**config.mk**
```make
export PLATFORM = sky130hd
export DESIGN_NAME = instr_fetch
export DESIGN_NICKNAME = d
export VERILOG_FILES = /design/src/rtl/instr_fetch.sv
export SDC_FILE = /design/constraint.sdc
export NUM_CORES = 1
export LEC_CHECK = 0
export BUFFER_PORTS_ARGS = -buffer_cell sky130_fd_sc_hd__buf_2
export CORE_ASPECT_RATIO = 0.5
export CORE_MARGIN = 1
export CORE_UTILIZATION = 25
export DETAILED_ROUTE_END_ITERATION = 8
export GPL_TIMING_DRIVEN = 0
export PLACE_DENSITY_LB_ADDON = 0.3
export SLEW_MARGIN = 15
export SYNTH_ARGS = -nofsm -noshare
export SYNTH_HDL_FRONTEND = slang
export SYNTH_SLANG_ARGS = --single-unit
```
**constraint.sdc**
```tcl
create_clock -name clk -period 8.71 [get_ports clk]
set_input_delay 0 -clock clk [delete_from_list [all_inputs] [get_ports clk]]
set_output_delay 0 -clock clk [all_outputs]
set_load 0.05 [all_outputs]
```
**src/rtl/instr_fetch.sv**
```systemverilog
// ---------------------------------------------------------------------------
// instr_fetch -- single-outstanding instruction fetch unit.
//
// Accepts a fetch PC when idle and there is buffer space. It issues one
// memory request and holds it until grant, then waits for the read response.
// The returned instruction and its PC are pushed into a small FIFO that
// feeds decode. A flush (branch redirect) empties the FIFO and turns any
// in-flight fetch into a "drop" fetch. A drop fetch still completes its
// memory handshake, but its data is discarded.
//
// Optional feature, enabled by defining INSTR_FETCH_MISALIGN_CHECK_EN:
// a PC with non-zero low bits issues no memory request. Instead it pushes a
// faulting entry (if_instr = 0, if_fault = 1) straight into the buffer.
// Without the macro the low PC bits are ignored for addressing and every PC
// is fetched normally.
// ---------------------------------------------------------------------------
module instr_fetch #(
    parameter int WORD_WIDTH = 32,
    parameter int FIFO_DEPTH = 2
) (
    input  logic                  clk,
    input  logic                  rst,
    // PC stage
    input  logic [WORD_WIDTH-1:0] pc_in,
    input  logic                  pc_valid,
    output logic                  pc_ready,
    input  logic                  flush,
    // instruction memory
    output logic                  imem_req,
    output logic [WORD_WIDTH-1:0] imem_addr,
    input  logic                  imem_gnt,
    input  logic                  imem_rvalid,
    input  logic [WORD_WIDTH-1:0] imem_rdata,
    // decode
    output logic                  if_valid,
    output logic [WORD_WIDTH-1:0] if_instr,
    output logic [WORD_WIDTH-1:0] if_pc,
`ifdef INSTR_FETCH_MISALIGN_CHECK_EN
    output logic                  if_fault,
`endif
    input  logic                  if_ready
);

    // Pointer width; the FIFO depth is a power of two, so the pointers wrap
    // naturally.
    localparam int PTR_W = (FIFO_DEPTH > 1) ? $clog2(FIFO_DEPTH) : 1;
    localparam logic [PTR_W:0] FULL_CNT = (PTR_W+1)'(FIFO_DEPTH);

    typedef enum logic [2:0] {
        IDLE,
        REQ,
        RSP,
        REQ_DROP,
        RSP_DROP
    } state_t;

    state_t                  state_reg;
    logic [WORD_WIDTH-1:0]   pc_reg;
    logic                    imem_req_reg;

    logic [PTR_W-1:0]        wr_ptr_reg;
    logic [PTR_W-1:0]        rd_ptr_reg;
    logic [PTR_W:0]          count_reg;

    logic                    accept;
    logic                    fault_push;
    logic                    rsp_push;
    logic                    push;
    logic                    pop;
    logic                    buf_nonempty;

    logic [WORD_WIDTH-1:0]   push_instr;
    logic [WORD_WIDTH-1:0]   push_pc;

    logic [WORD_WIDTH-1:0]   entry_instr [FIFO_DEPTH];
    logic [WORD_WIDTH-1:0]   entry_pc    [FIFO_DEPTH];

    // -----------------------------------------------------------------------
    // Handshake decode
    // -----------------------------------------------------------------------
    assign buf_nonempty = (count_reg != '0);
    assign pc_ready     = (state_reg == IDLE) && !flush && (count_reg < FULL_CNT);
    assign accept       = pc_valid && pc_ready;

`ifdef INSTR_FETCH_MISALIGN_CHECK_EN
    // A misaligned PC never reaches memory; it becomes a fault entry at once.
    assign fault_push = accept && (pc_in[1:0] != 2'b00);
`else
    assign fault_push = 1'b0;
`endif

    // A response is buffered only in RSP; a flush in the same cycle kills it.
    assign rsp_push = (state_reg == RSP) && imem_rvalid && !flush;
    assign push     = rsp_push || fault_push;
    assign pop      = if_valid && if_ready;

    // Select what gets written into the buffer: memory data or a fault entry.
    always_comb begin
        push_instr = imem_rdata;
        push_pc    = pc_reg;
        if (fault_push) begin
            push_instr = '0;
            push_pc    = pc_in;
        end
    end

    // -----------------------------------------------------------------------
    // Fetch FSM: one outstanding request, with drop states for flushed fetches
    // -----------------------------------------------------------------------
    // State, captured PC and the registered request strobe
    always_ff @(posedge clk) begin
        if (rst) begin
            state_reg    <= IDLE;
            pc_reg       <= '0;
            imem_req_reg <= 1'b0;
        end else begin
            unique case (state_reg)
                IDLE: begin
                    if (accept) begin
                        pc_reg <= pc_in;
                        if (!fault_push) begin
                            state_reg    <= REQ;
                            imem_req_reg <= 1'b1;
                        end
                    end
                end
                REQ: begin
                    // The request stays up until granted; a flush only
                    // marks the fetch for dropping.
                    if (imem_gnt) begin
                        state_reg    <= flush ? RSP_DROP : RSP;
                        imem_req_reg <= 1'b0;
                    end else if (flush) begin
                        state_reg <= REQ_DROP;
                    end
                end
                REQ_DROP: begin
                    if (imem_gnt) begin
                        state_reg    <= RSP_DROP;
                        imem_req_reg <= 1'b0;
                    end
                end
                RSP: begin
                    // Data arriving with a flush is discarded through rsp_push.
                    if (imem_rvalid) begin
                        state_reg <= IDLE;
                    end else if (flush) begin
                        state_reg <= RSP_DROP;
                    end
                end
                RSP_DROP: begin
                    if (imem_rvalid) begin
                        state_reg <= IDLE;
                    end
                end
                default: begin
                    state_reg    <= IDLE;
                    imem_req_reg <= 1'b0;
                end
            endcase
        end
    end

    assign imem_req  = imem_req_reg;
    assign imem_addr = {pc_reg[WORD_WIDTH-1:2], 2'b00};

    // -----------------------------------------------------------------------
    // Fetched-instruction buffer
    // -----------------------------------------------------------------------
    // Occupancy and pointers; a flush empties the buffer and beats any push
    always_ff @(posedge clk) begin
        if (rst || flush) begin
            wr_ptr_reg <= '0;
            rd_ptr_reg <= '0;
            count_reg  <= '0;
        end else begin
            if (push) begin
                wr_ptr_reg <= wr_ptr_reg + PTR_W'(1);
            end
            if (pop) begin
                rd_ptr_reg <= rd_ptr_reg + PTR_W'(1);
            end
            unique case ({push, pop})
                2'b10:   count_reg <= count_reg + (PTR_W+1)'(1);
                2'b01:   count_reg <= count_reg - (PTR_W+1)'(1);
                default: count_reg <= count_reg;
            endcase
        end
    end

`ifdef INSTR_FETCH_MISALIGN_CHECK_EN
    logic entry_fault [FIFO_DEPTH];
`endif

    // One storage slot per buffer entry, written when the write pointer
    // selects it.
    for (genvar gi = 0; gi < FIFO_DEPTH; gi++) begin : g_entry
        logic [WORD_WIDTH-1:0] instr_reg;
        logic [WORD_WIDTH-1:0] pc_slot_reg;
        logic                  wr_en;

        assign wr_en = push && (wr_ptr_reg == PTR_W'(gi));

        // Payload capture for this slot
        always_ff @(posedge clk) begin
            if (wr_en) begin
                instr_reg   <= push_instr;
                pc_slot_reg <= push_pc;
            end
        end

        assign entry_instr[gi] = instr_reg;
        assign entry_pc[gi]    = pc_slot_reg;

`ifdef INSTR_FETCH_MISALIGN_CHECK_EN
        logic fault_reg;

        // Fault tag for this slot
        always_ff @(posedge clk) begin
            if (rst) begin
                fault_reg <= 1'b0;
            end else if (wr_en) begin
                fault_reg <= fault_push;
            end
        end

        assign entry_fault[gi] = fault_reg;
`endif
    end

    // -----------------------------------------------------------------------
    // Decode-side outputs: the head entry, zeroed while the buffer is empty
    // -----------------------------------------------------------------------
    assign if_valid = buf_nonempty && !flush;
    assign if_instr = buf_nonempty ? entry_instr[rd_ptr_reg] : '0;
    assign if_pc    = buf_nonempty ? entry_pc[rd_ptr_reg]    : '0;

`ifdef INSTR_FETCH_MISALIGN_CHECK_EN
    assign if_fault = buf_nonempty ? entry_fault[rd_ptr_reg] : 1'b0;
`endif

endmodule

```
# Yosys cells after proc, flatten, opt, wreduce, memory -nomap -nowiden
# Index checks and enable logic that the tools add are counted.
dict set report word_totals {
  ff_bits 168
  elab_cells 71
  out_inout_bits 99
}
dict set report op_classes {
  add_sub_neg 4
  reduce_logical 19
  bitwise 3
  mux 21
  order_cmp 2
  n_eq_ne 12
}
# op n
set op_table {}
lappend op_table {{32-bit two-way mux} 8}
lappend op_table {{3-bit two-way mux} 8}
lappend op_table {{3-bit one-hot mux with 5 select lines} 1}
lappend op_table {{1-bit logical AND} 9}
lappend op_table {{3-bit by 2-bit equality test with 1-bit output (second input constant)} 2}
lappend op_table {{2-bit != test (second input constant)} 3}
lappend op_table {{3-bit != test (second input constant)} 2}
lappend op_table {{5-bit AND reduction} 1}
lappend op_table {{2-bit one-hot mux with 2 select lines} 1}
lappend op_table {{2-bit nonzero test} 2}
lappend op_table {{2-bit OR reduction} 2}
lappend op_table {{3-bit by 1-bit equality test with 1-bit output (second input constant)} 1}
lappend op_table {{3-bit equality test (second input constant)} 1}
lappend op_table {{3-bit zero test} 1}
lappend op_table {{1-bit one-hot mux with 3 select lines} 1}
lappend op_table {{3-bit AND reduction} 1}
lappend op_table {{1-bit adder (second input constant)} 2}
lappend op_table {{2-bit by 1-bit adder with 2-bit output (second input constant)} 1}
lappend op_table {{2-bit by 1-bit equality test with 1-bit output (second input constant)} 1}
lappend op_table {{2-bit equality test (second input constant)} 1}
lappend op_table {{2-bit >= comparator (second input constant)} 1}
lappend op_table {{2-bit < comparator (second input constant)} 1}
lappend op_table {{1-bit two-way mux} 2}
lappend op_table {{2-bit by 1-bit != test with 1-bit output (second input constant)} 1}
lappend op_table {{other kinds (6)} 7}

# Logic depth before layout (Yosys ltp)
# Gate-level depths: netlist of the first run.
dict set report depth {
  word_depth 6
  depth_mapped 7
}

# Worst setup path after synthesis of the first run
# Ideal clock, no wire load.
dict set report synth_timing {
  path_kind {reg-to-reg}
  startpoint {register state_reg[2]}
  endpoint {register g_entry[0].instr_reg[0], enable pin}
  setup_time_ps 487
  path_stages_with_launch 4
  arrival_ps 3351
  required_time_ps 8223
  path_slack_ps 4873
  synth_period_minus_slack_ps 3837
  n_path_buf 0
  cell_sequence {dfxtp_1 nor2_2 nand4b_1 nor2_1}
}
dict set report synth_between {
  elab_chain_cells 4
}
# item line_no
set synth_lines {}
lappend synth_lines {{from (decl)} 57} ;# state_t state_reg;
lappend synth_lines {{from (signal assigned)} 131} ;# state_reg <= flush ? RSP_DROP : RSP;
lappend synth_lines {{3-bit by 2-bit equality test with 1-bit output} 93} ;# assign rsp_push = (state_reg == RSP) && imem_rvalid && !flush;
lappend synth_lines {{1-bit logical AND (2 in series)} 93}
lappend synth_lines {{1-bit logical AND} 202} ;# assign wr_en = push && (wr_ptr_reg == PTR_W'(gi));
lappend synth_lines {{via g_entry[0].wr_en} 200} ;# logic wr_en;
lappend synth_lines {{to (signal assigned)} 207} ;# instr_reg <= push_instr;
lappend synth_lines {{to (decl)} 198} ;# logic [WORD_WIDTH-1:0] instr_reg;
# The timed path passes the listed nets, and every way through them passes these cells.
# A chain may end at the register's enable or synchronous reset.

# Worst setup path in the final report of the first run
dict set report layout_timing {
  startpoint {register count_reg[1]}
  endpoint {output if_pc[4]}
}
dict set report layout_between {
  elab_chain_cells 2
}
# item line_no
set layout_lines {}
lappend layout_lines {{from (decl)} 63} ;# logic [PTR_W:0] count_reg;
lappend layout_lines {{from (signal assigned)} 184} ;# 2'b10: count_reg <= count_reg + (PTR_W+1)'(1);
lappend layout_lines {{from (signal assigned)} 185} ;# 2'b01: count_reg <= count_reg - (PTR_W+1)'(1);
lappend layout_lines {{from (signal assigned)} 186} ;# default: count_reg <= count_reg;
lappend layout_lines {{2-bit nonzero test} 81} ;# assign buf_nonempty = (count_reg != '0);
lappend layout_lines {{32-bit two-way mux} 236} ;# assign if_pc = buf_nonempty ? entry_pc[rd_ptr_reg] : '0;
lappend layout_lines {{to (decl)} 37} ;# output logic [WORD_WIDTH-1:0] if_pc,
# Every way passes these cells.

==> results of run 1 <==
[worst max-delay path: cells and delay by family, from the launching register on]
family,cells,cell delay [ns]
buffers and inverters,3,1.07
flip-flops,1,0.35
AND/OR/NAND/NOR,2,0.29
[final timing paths]
path	end
max	if_pc[4]
min	count_reg[1]$_SDFFE_PP0P_
max reg2reg	g_entry[1].instr_reg[21]$_DFFE_PP_
min reg2reg	g_entry[0].pc_slot_reg[1]$_DFFE_PP_
[cell usage after synthesis (2+ instances only)]
master	number	area (sq um)
sky130_fd_sc_hd__a21oi_1	2	10.01
sky130_fd_sc_hd__buf_1	7	26.28
sky130_fd_sc_hd__buf_12	3	60.06
sky130_fd_sc_hd__buf_2	9	45.04
sky130_fd_sc_hd__buf_4	32	240.2
sky130_fd_sc_hd__clkbuf_1	5	18.77
sky130_fd_sc_hd__dfxtp_1	40	800.8
sky130_fd_sc_hd__edfxtp_1	128	3844
sky130_fd_sc_hd__inv_1	4	15.01
sky130_fd_sc_hd__mux2i_1	97	970.9
sky130_fd_sc_hd__nand2_1	68	255.2
sky130_fd_sc_hd__nor2_1	76	285.3
sky130_fd_sc_hd__nor2_2	2	12.51
sky130_fd_sc_hd__o21ai_0	2	10.01
sky130_fd_sc_hd__xor2_1	2	17.52
[power by group through the flow]
stage          combinational [W]  clock [W]  sequential, W
4_1_cts                 0.000140   0.000750       0.000880
3_5_place_dp            0.000114          0       0.000897
6_report                0.000138   0.000729       0.000880
3_3_place_gp            0.000111          0       0.000897
5_1_grt                 0.000147   0.000782       0.000881
2_1_floorplan          0.0000751          0       0.000896
[through the flow]
| step | instance area (sq um) | instances | worst slack (ns) |
|---|---|---|---|
| 2_1_floorplan | 6774 | 498 | 4.873 |
| 3_3_place_gp | 8045 | 1016 | 2.678 |
| 3_5_place_dp | 8210 | 1022 | 6.625 |
| 4_1_cts | 9504 | 1127 | 6.441 |
| 5_1_grt | 9504 | 1127 | 6.349 |
| 6_report | 9504 | 1127 | 6.559 |
[metal layers]
layer	wire length, microns	up-vias	share of wire	global-route usage
met4	306	0	0.019	0.04646
li1	-	2242	-	-
met1	6459	2241	0.40	0.1276
met2	8872	67	0.55	0.2241
met5	0	-	0	0
met3	441	17	0.027	0.03130
[cell type report]
type,count,share of cell area
buffer,58,0.04279
sequential,168,0.4887
timing repair buffer,245,0.1801
clock buffer,19,0.04555
clock inverter,13,0.01369
multi-input combinational,268,0.1813
tap,352,0.04634
inverter,4,0.001580
[kinds of logic (layout without fill, tap and decap cells)]
family / Yosys count / after routing / synth area share
and+or+nand+nor: 153 / 153 / 0.08926
xor gates and xnor gates: 3 / 3 / 0.003882
adders and majority gates: 1 / 1 / 0.001848
muxes: 98 / 98 / 0.1451
other: 1 / 2 / 0.0005539
buffers and inverters: 62 / 339 / 0.06228
AOI/OAI and AO/OA: 11 / 11 / 0.01109
DFF: 168 / 168 / 0.6860
[what timing repair did]
action | in CTS | in global routing
endpoints found under the hold margin | 101 | 0
setup buffers | 0 | 0
hold buffers | 73 | 0
==> qor.log, run 1 <==
qor: worst_setup_path.critical_path.slowest_cell sky130_fd_sc_hd__buf_1
qor: layout.area.sequential 4644 sq um
qor: synth.yosys_warnings 0
qor: clocking.cts.clk_slew.worst_paths 0.06 ns
qor: power_and_ir_drop.power_leakage 3.770 nW
qor: grt.first_global_vias 4706
qor: synth.share_of_synthesized_registers_carrying_an_async_set_or_reset 0
qor: synth.syn_area 6770 sq um
qor: grt.grt_antenna_before_repair 0
qor: layout.layout_common_cells sky130_fd_sc_hd__buf_2 (175), sky130_fd_sc_hd__edfxtp_1 (128), sky130_fd_sc_hd__mux2i_1 (97)
qor: worst_setup_path.setup.worst_path.end_class primary output
qor: drt.routedWlPerCell 14.27 microns
qor: clocking.cts_sinks 168
qor: grt.grt-ovfl-total 0
qor: clocking.root_buffer sky130_fd_sc_hd__clkbuf_16
qor: run_status.run_status complete, no violations
qor: floorplan.starting_density_of_the_core 0.2551
qor: timing.fin_crit_share 0.2470
qor: worst_setup_path.timing.setup.critical_path_class reg -> out
qor: floorplan.ios 170
qor: grt.grt_start_max_net_pins 24
qor: synth.synth_seq_cells 168
qor: layout.multi_input_logic_area 1723 sq um
qor: drt.antenna_left 0
qor: power_and_ir_drop.worst_ir_drop_vdd 135.9 uV
qor: clocking.clk_latency 0.43 ns
qor: synth.synth-edff-count 128
qor: power_and_ir_drop.share_seq_of_total_power 0.504
qor: power_and_ir_drop.power.combinational.fraction 0.079
qor: clocking.cts_tree yes
qor: timing.finalClockSkew 0.006606 ns
qor: clocking.cts_buffer_depth 2
qor: timing.tightest_slew 0.5865 ns
qor: floorplan.die_height 118.4 microns
qor: drt.firstDrtPassIters 4
qor: grt.track_usage 0.1192
qor: worst_hold_path.hp-class in -> reg
qor: worst_setup_path.crit_chain nor2_1 > buf_2 > buf_1 > nor2_1 > buf_2
qor: worst_hold_path.worstHoldStart flush
qor: worst_setup_path.worst-r2r-cell-count 5
qor: timing.setup_repair_after_global_routing_missed_its_margin no
qor: layout.layout-drive-gt1-share 0.3265
qor: power_and_ir_drop.intPower 0.001355 W
qor: grt.global_route_wire_length_before_repair 24980 microns
qor: clocking.post_cts_resize_count 0
qor: placed_design.hpwl 10950 microns
qor: timing.worst_case_headroom_to_the_max_slew_limit 0.6090
qor: drt.via_count 4567
qor: worst_hold_path.whs_path_depth 3
qor: clocking.cts_made_buffers 17
qor: worst_setup_path.worst-path-max-fanout 10
qor: placed_design.io_buffer_count 166
qor: power_and_ir_drop.power.switching_fraction 0.2244
qor: drt.initialDrtViolationCount 165
qor: timing.setup_total_neg_slack 0 ns
qor: timing.setup_viol_count_final 0
qor: power_and_ir_drop.pwr_density_cell 183.8 nW/um^2
qor: worst_setup_path.timing.critical_path.from count_reg[1]$_SDFFE_PP0P_
qor: worst_setup_path.critPathLaunchType flip-flop
qor: layout.area_growth_syn_to_layout 40.38%
qor: worst_setup_path.critical_path.max_stage_delay 0.49 ns
qor: timing.fmax 464.8 MHz
qor: drt.post_drt_via_cell_ratio 4.052
qor: worst_setup_path.cp_arrival 2.15 ns
qor: timing.hold_violations 0
qor: floorplan.die_x 234.7 microns
qor: timing.fin_worst_hold_slack 0.04333 ns
qor: synth.synthCells 497
qor: clocking.cts-htree-levels 4
qor: synth.synth_ff_type sky130_fd_sc_hd__edfxtp_1
qor: timing.max_slew_violation_count 0
qor: layout.final_core_util 0.3581
qor: floorplan.num_rows 42
qor: synth.post_synth_num_cell_types 35
qor: layout.antenna_fix_cells 0
qor: placed_design.gpl.final_weighted_congestion 0.7450
qor: layout.layout_commonest_cell sky130_fd_sc_hd__buf_2
qor: floorplan.die_area 27780 sq um
qor: synth.synth_area_per_cell 13.62 sq um
qor: run.reported_max_cap_violation_count 0
qor: timing.final.min_clock_period 2.151 ns
qor: drt.drc 0
qor: power_and_ir_drop.p_clk_frac 0.417
qor: layout.fin_nets 834
qor: worst_setup_path.timing.rr.start state_reg[2]$_SDFFE_PP0P_
qor: worst_setup_path.reg2reg_slack 6.67 ns
qor: power_and_ir_drop.totalPowerFinal 0.001747 W
qor: drt.routed_wirelength 16080 microns
qor: layout.nFillCells 2598
qor: floorplan.core-area 26540 sq um
qor: worst_setup_path.timing.critical_path.required 8.71 ns
qor: synth.synth-seq-area-share 0.6860
qor: power_and_ir_drop.power.switching 0.0003920 W
No activity file was read; power rests on OpenSTA's default activity.
==> run 2, diff against run 1 <==
Settings changed: ABC_AREA set to 1.
Clock period 8.71 ns to 2.2 ns, I/O delays scaled along.
==> run 2 against run 1 <==
  * Routed wire length rose by 12%
  * Die area down 2.0%
  * Register-to-register slack got worse by 6.5 ns
  * Power increased to 4.8 times the previous value
  * Clock skew up 0.0033 ns
  * Via count is 11% higher
==> qor.log, run 2 <==
qor: run_status.run_status complete, no violations
qor: timing.finalClockSkew 0.009901 ns [+0.003294 ns]
qor: floorplan.starting_density_of_the_core 0.2590 [+0.003890]
qor: synth.synth_top_cells_by_area sky130_fd_sc_hd__edfxtp_1 (58%), sky130_fd_sc_hd__dfxtp_1 (12%), sky130_fd_sc_hd__nand2_1 (8.4%)
qor: worst_setup_path.crit_chain buf_2 > clkbuf_1 > nand2_1 > a21oi_1 > buf_2
qor: worst_setup_path.reg2reg_slack 0.18 ns [-6.49 ns]
qor: clocking.cts_sinks 168 [unchanged]
qor: timing.setup_repair_after_global_routing_missed_its_margin no
qor: floorplan.die_area 27220 sq um [-2.0%]
qor: drt.post_drt_via_cell_ratio 4.117 [+1.6%]
qor: clocking.clk_latency 0.43 ns [about the same]
qor: worst_setup_path.crit_cells 5 [unchanged]
qor: worst_setup_path.crit_buf_inv 3 [unchanged]
qor: placed_design.place_worst_setup_slack -0.2045 ns [-6.829 ns]
qor: drt.drc 0 [unchanged]
qor: grt.grt_antenna_before_repair 0 [unchanged]
qor: synth.cell_with_the_most_instances_after_synthesis sky130_fd_sc_hd__nand2_1
qor: grt.grt-ovfl-total 0 [unchanged]
qor: synth.synthXorXnorAreaFrac 0 [-0.003881]
qor: worst_hold_path.whs_path_depth 4 [+1]
qor: worst_setup_path.timing.critical_path.required 2.20 ns [-6.51 ns]
qor: worst_setup_path.worst-r2r-cell-count 6 [+1]
qor: power_and_ir_drop.power_leakage 3.929 nW [+4.2%]
qor: timing.final.min_clock_period 2.020 ns
qor: worst_setup_path.critical_path.slowest_cell sky130_fd_sc_hd__clkbuf_1
qor: floorplan.core-area 25600 sq um [-3.5%]
qor: drt.firstDrtPassIters 5 [+1]
qor: synth.synth-seq-area-share 0.7005 [+0.01450]
qor: timing.hold_violations 0 [unchanged]
qor: timing.setup_total_neg_slack 0 ns [unchanged]
qor: grt.track_usage 0.1334 [+0.01417]
qor: layout.area_growth_syn_to_layout 41.23%
qor: drt.routed_wirelength 18040 microns [+12%]
qor: synth.synth_seq_cells 168 [unchanged]
qor: power_and_ir_drop.pwr_density_cell 902.4 nW/um^2 [+390%]
qor: layout.antenna_fix_cells 0 [unchanged]
qor: synth.synthSimpleGateAreaFrac 0.1444 [+0.05510]
qor: drt.via_count 5056 [+11%]
qor: layout.layout_commonest_cell sky130_fd_sc_hd__buf_2
qor: placed_design.gpl.final_weighted_congestion 0.7736 [+3.8%]
qor: clocking.cts_tree yes
qor: clocking.root_buffer sky130_fd_sc_hd__clkbuf_16
qor: synth.share_of_the_synthesized_area_in_compound_gates_ao_oa_aoi_oai 0.08134 [+0.07025]
qor: grt.global_route_wire_length_before_repair 26550 microns [+6.3%]
qor: floorplan.ios 170 [unchanged]
qor: placed_design.hpwl 11780 microns [+7.6%]
qor: drt.initialDrtViolationCount 259 [+57%]
qor: floorplan.num_rows 41 [-2.4%]
qor: synth.synth-edff-count 128 [unchanged]
qor: worst_setup_path.setup.worst_path.end_class primary output
qor: timing.fmax 495.2 MHz
qor: synth.synth_ff_type sky130_fd_sc_hd__edfxtp_1
qor: power_and_ir_drop.worst_ir_drop_vdd 538.7 uV [+300%]
qor: synth.yosys_warnings 0 [unchanged]
qor: layout.final_cell_area 9364 sq um [-1.5%]
qor: clocking.cts-htree-levels 4 [unchanged]
qor: synth.combinational_family_with_the_most_area_after_synthesis simple AND/OR/NAND/NOR gates
qor: worst_hold_path.hp-class in -> reg
qor: layout.final_core_util 0.3658 [+0.007672]
qor: synth.synth_fa_ha_area_frac 0.001887 [+0.00003906]
qor: worst_setup_path.critical_path.max_stage_delay 0.42 ns [-0.07 ns]
qor: timing.postLayoutSetupSlackWorst 0.1805 ns [-6.378 ns]
qor: run.reported_max_cap_violation_count 0 [unchanged]
qor: grt.grt_start_max_net_pins 26 [+8.3%]
qor: worst_setup_path.cp_arrival 2.02 ns [-0.13 ns]
qor: timing.worst_case_headroom_to_the_max_slew_limit 0.5847 [-0.02426]
qor: timing.tightest_slew 0.6229 ns [+0.03639 ns]
qor: placed_design.postPlaceCellArea 8009 sq um [-2.5%]
qor: synth.synth_area_leader_cell sky130_fd_sc_hd__edfxtp_1
qor: worst_setup_path.worst-path-max-fanout 10 [unchanged]
qor: layout.nFillCells 2567 [-1.2%]
qor: placed_design.io_buffer_count 167 [+0.60%]
qor: worst_setup_path.cp_common_cell sky130_fd_sc_hd__buf_2
qor: synth.multiplexer_area_fraction_after_synthesis 0 [-0.1451]
qor: synth.share_of_synthesized_registers_carrying_an_async_set_or_reset 0 [unchanged]
qor: synth.synthCells 603 [+21%]
qor: worst_setup_path.timing.setup.critical_path_class reg -> out
qor: drt.antenna_left 0 [unchanged]
qor: layout.fin_nets 943 [+13%]
qor: clocking.cts_buffer_depth 2 [unchanged]
qor: synth.synthTopCellsByCount sky130_fd_sc_hd__nand2_1 (148), sky130_fd_sc_hd__edfxtp_1 (128), sky130_fd_sc_hd__nor2_1 (77)
qor: floorplan.die_height 117.2 microns [-1.0%]
qor: layout.layout-drive-gt1-share 0.3156 [-0.01084]
qor: floorplan.die_x 232.3 microns [-1.0%]
qor: timing.fin_crit_share 0.9180
qor: timing.setup_viol_count_final 0 [unchanged]
qor: synth.yosys.area.top_type_share 0.5797 [+0.01200]
qor: synth.synth_area_per_cell 11.00 sq um [-19%]
qor: grt.first_global_vias 4942 [+5.0%]
qor: worst_setup_path.critPathLaunchType flip-flop
qor: worst_setup_path.critical_path.top_delay_family buffers and inverters
qor: timing.max_slew_violation_count 0 [unchanged]
qor: synth.post_synth_num_cell_types 25 [-29%]
qor: layout.layout_common_cells sky130_fd_sc_hd__buf_2 (183), sky130_fd_sc_hd__nand2_1 (148), sky130_fd_sc_hd__edfxtp_1 (128)
qor: clocking.cts_made_buffers 17 [unchanged]
qor: clocking.cts.clk_slew.worst_paths 0.07 ns [about the same]
qor: synth.syn_area 6630 sq um [-2.1%]
qor: drt.routedWlPerCell 14.69 microns [+3.0%]
[run 2: layer usage]
metal / global-route usage / part of all wire / up-vias
li1: - / - / 2544
met1: 0.1542 / 0.41 / 2401
met2: 0.2419 / 0.53 / 95
met3: 0.03295 / 0.042 / 16
met4: 0.04912 / 0.014 / 0
met5: 0 / 0 / -
[run 2: kinds of logic (layout without fill, tap and decap cells)]
kind of cell | after synthesis | after routing
simple gates | 243 | 245
buf+inv | 83 | 361
compound gates | 107 | 107
other cells | 1 | 2
flops | 168 | 168
fa+ha+maj | 1 | 1
[run 2: cell type report]
class	count	area [sq um]	share of cell area
clock buffers	17	425.4	0.04543
flip-flops and latches	168	4648	0.4964
repair buffers	246	1664	0.1777
inverters	21	82.58	0.008819
clock inverters	15	150.1	0.01603
multi-input cells	355	1562	0.1668
well taps	344	430.4	0.04596
plain buffers	62	401.6	0.04289
[run 2: what timing repair did]
| action | CTS | global route |
|---|---|---|
| endpoints found under the setup margin | 100 | 54 |
| pin swaps | 2 | 1 |
| gates resized for setup | 5 | 5 |
| gates cloned | 2 | 0 |
| setup buffers | 4 | 2 |
| endpoints found under the hold margin | 102 | 0 |
| hold buffers | 69 | 0 |
[run 2: worst paths after layout]
check	start	to
max	rd_ptr_reg$_SDFFE_PP0P_	if_instr[3]
min	pc_valid	pc_reg[30]$_SDFFE_PP0P_
max reg2reg	count_reg[0]$_SDFFE_PP0P_	rd_ptr_reg$_SDFFE_PP0P_
min reg2reg	pc_reg[1]$_SDFFE_PP0P_	g_entry[1].pc_slot_reg[1]$_DFFE_PP_
[run 2: power breakdown]
| part | switching [W] | leakage (nW) | internal [W] |
|---|---|---|---|
| clock | 0.00128 | 0.278 | 0.00167 |
| combinational | 0.00106 | 2.16 | 0.000581 |
| sequential | 0.000166 | 1.49 | 0.00369 |
[run 2: worst min-delay path, delay by kind of cell]
family | cells | cell delay, ns
and+or+nand+nor | 2 | 0.22
buffers and inverters | 1 | 0.11
AOI/OAI and AO/OA | 1 | 0.10
[run 2: stage by stage]
stage / hold WS [ns] / cells / total power [W]
6_report: 0.03224 / 1228 / 0.008450
5_1_grt: 0.05211 / 1228 / 0.008817
4_1_cts: 0.007665 / 1226 / 0.008553
3_5_place_dp: 0.1909 / 1119 / 0.005466
3_3_place_gp: 0.1890 / 1115 / 0.005428
2_1_floorplan: 0.06907 / 604 / 0.005061
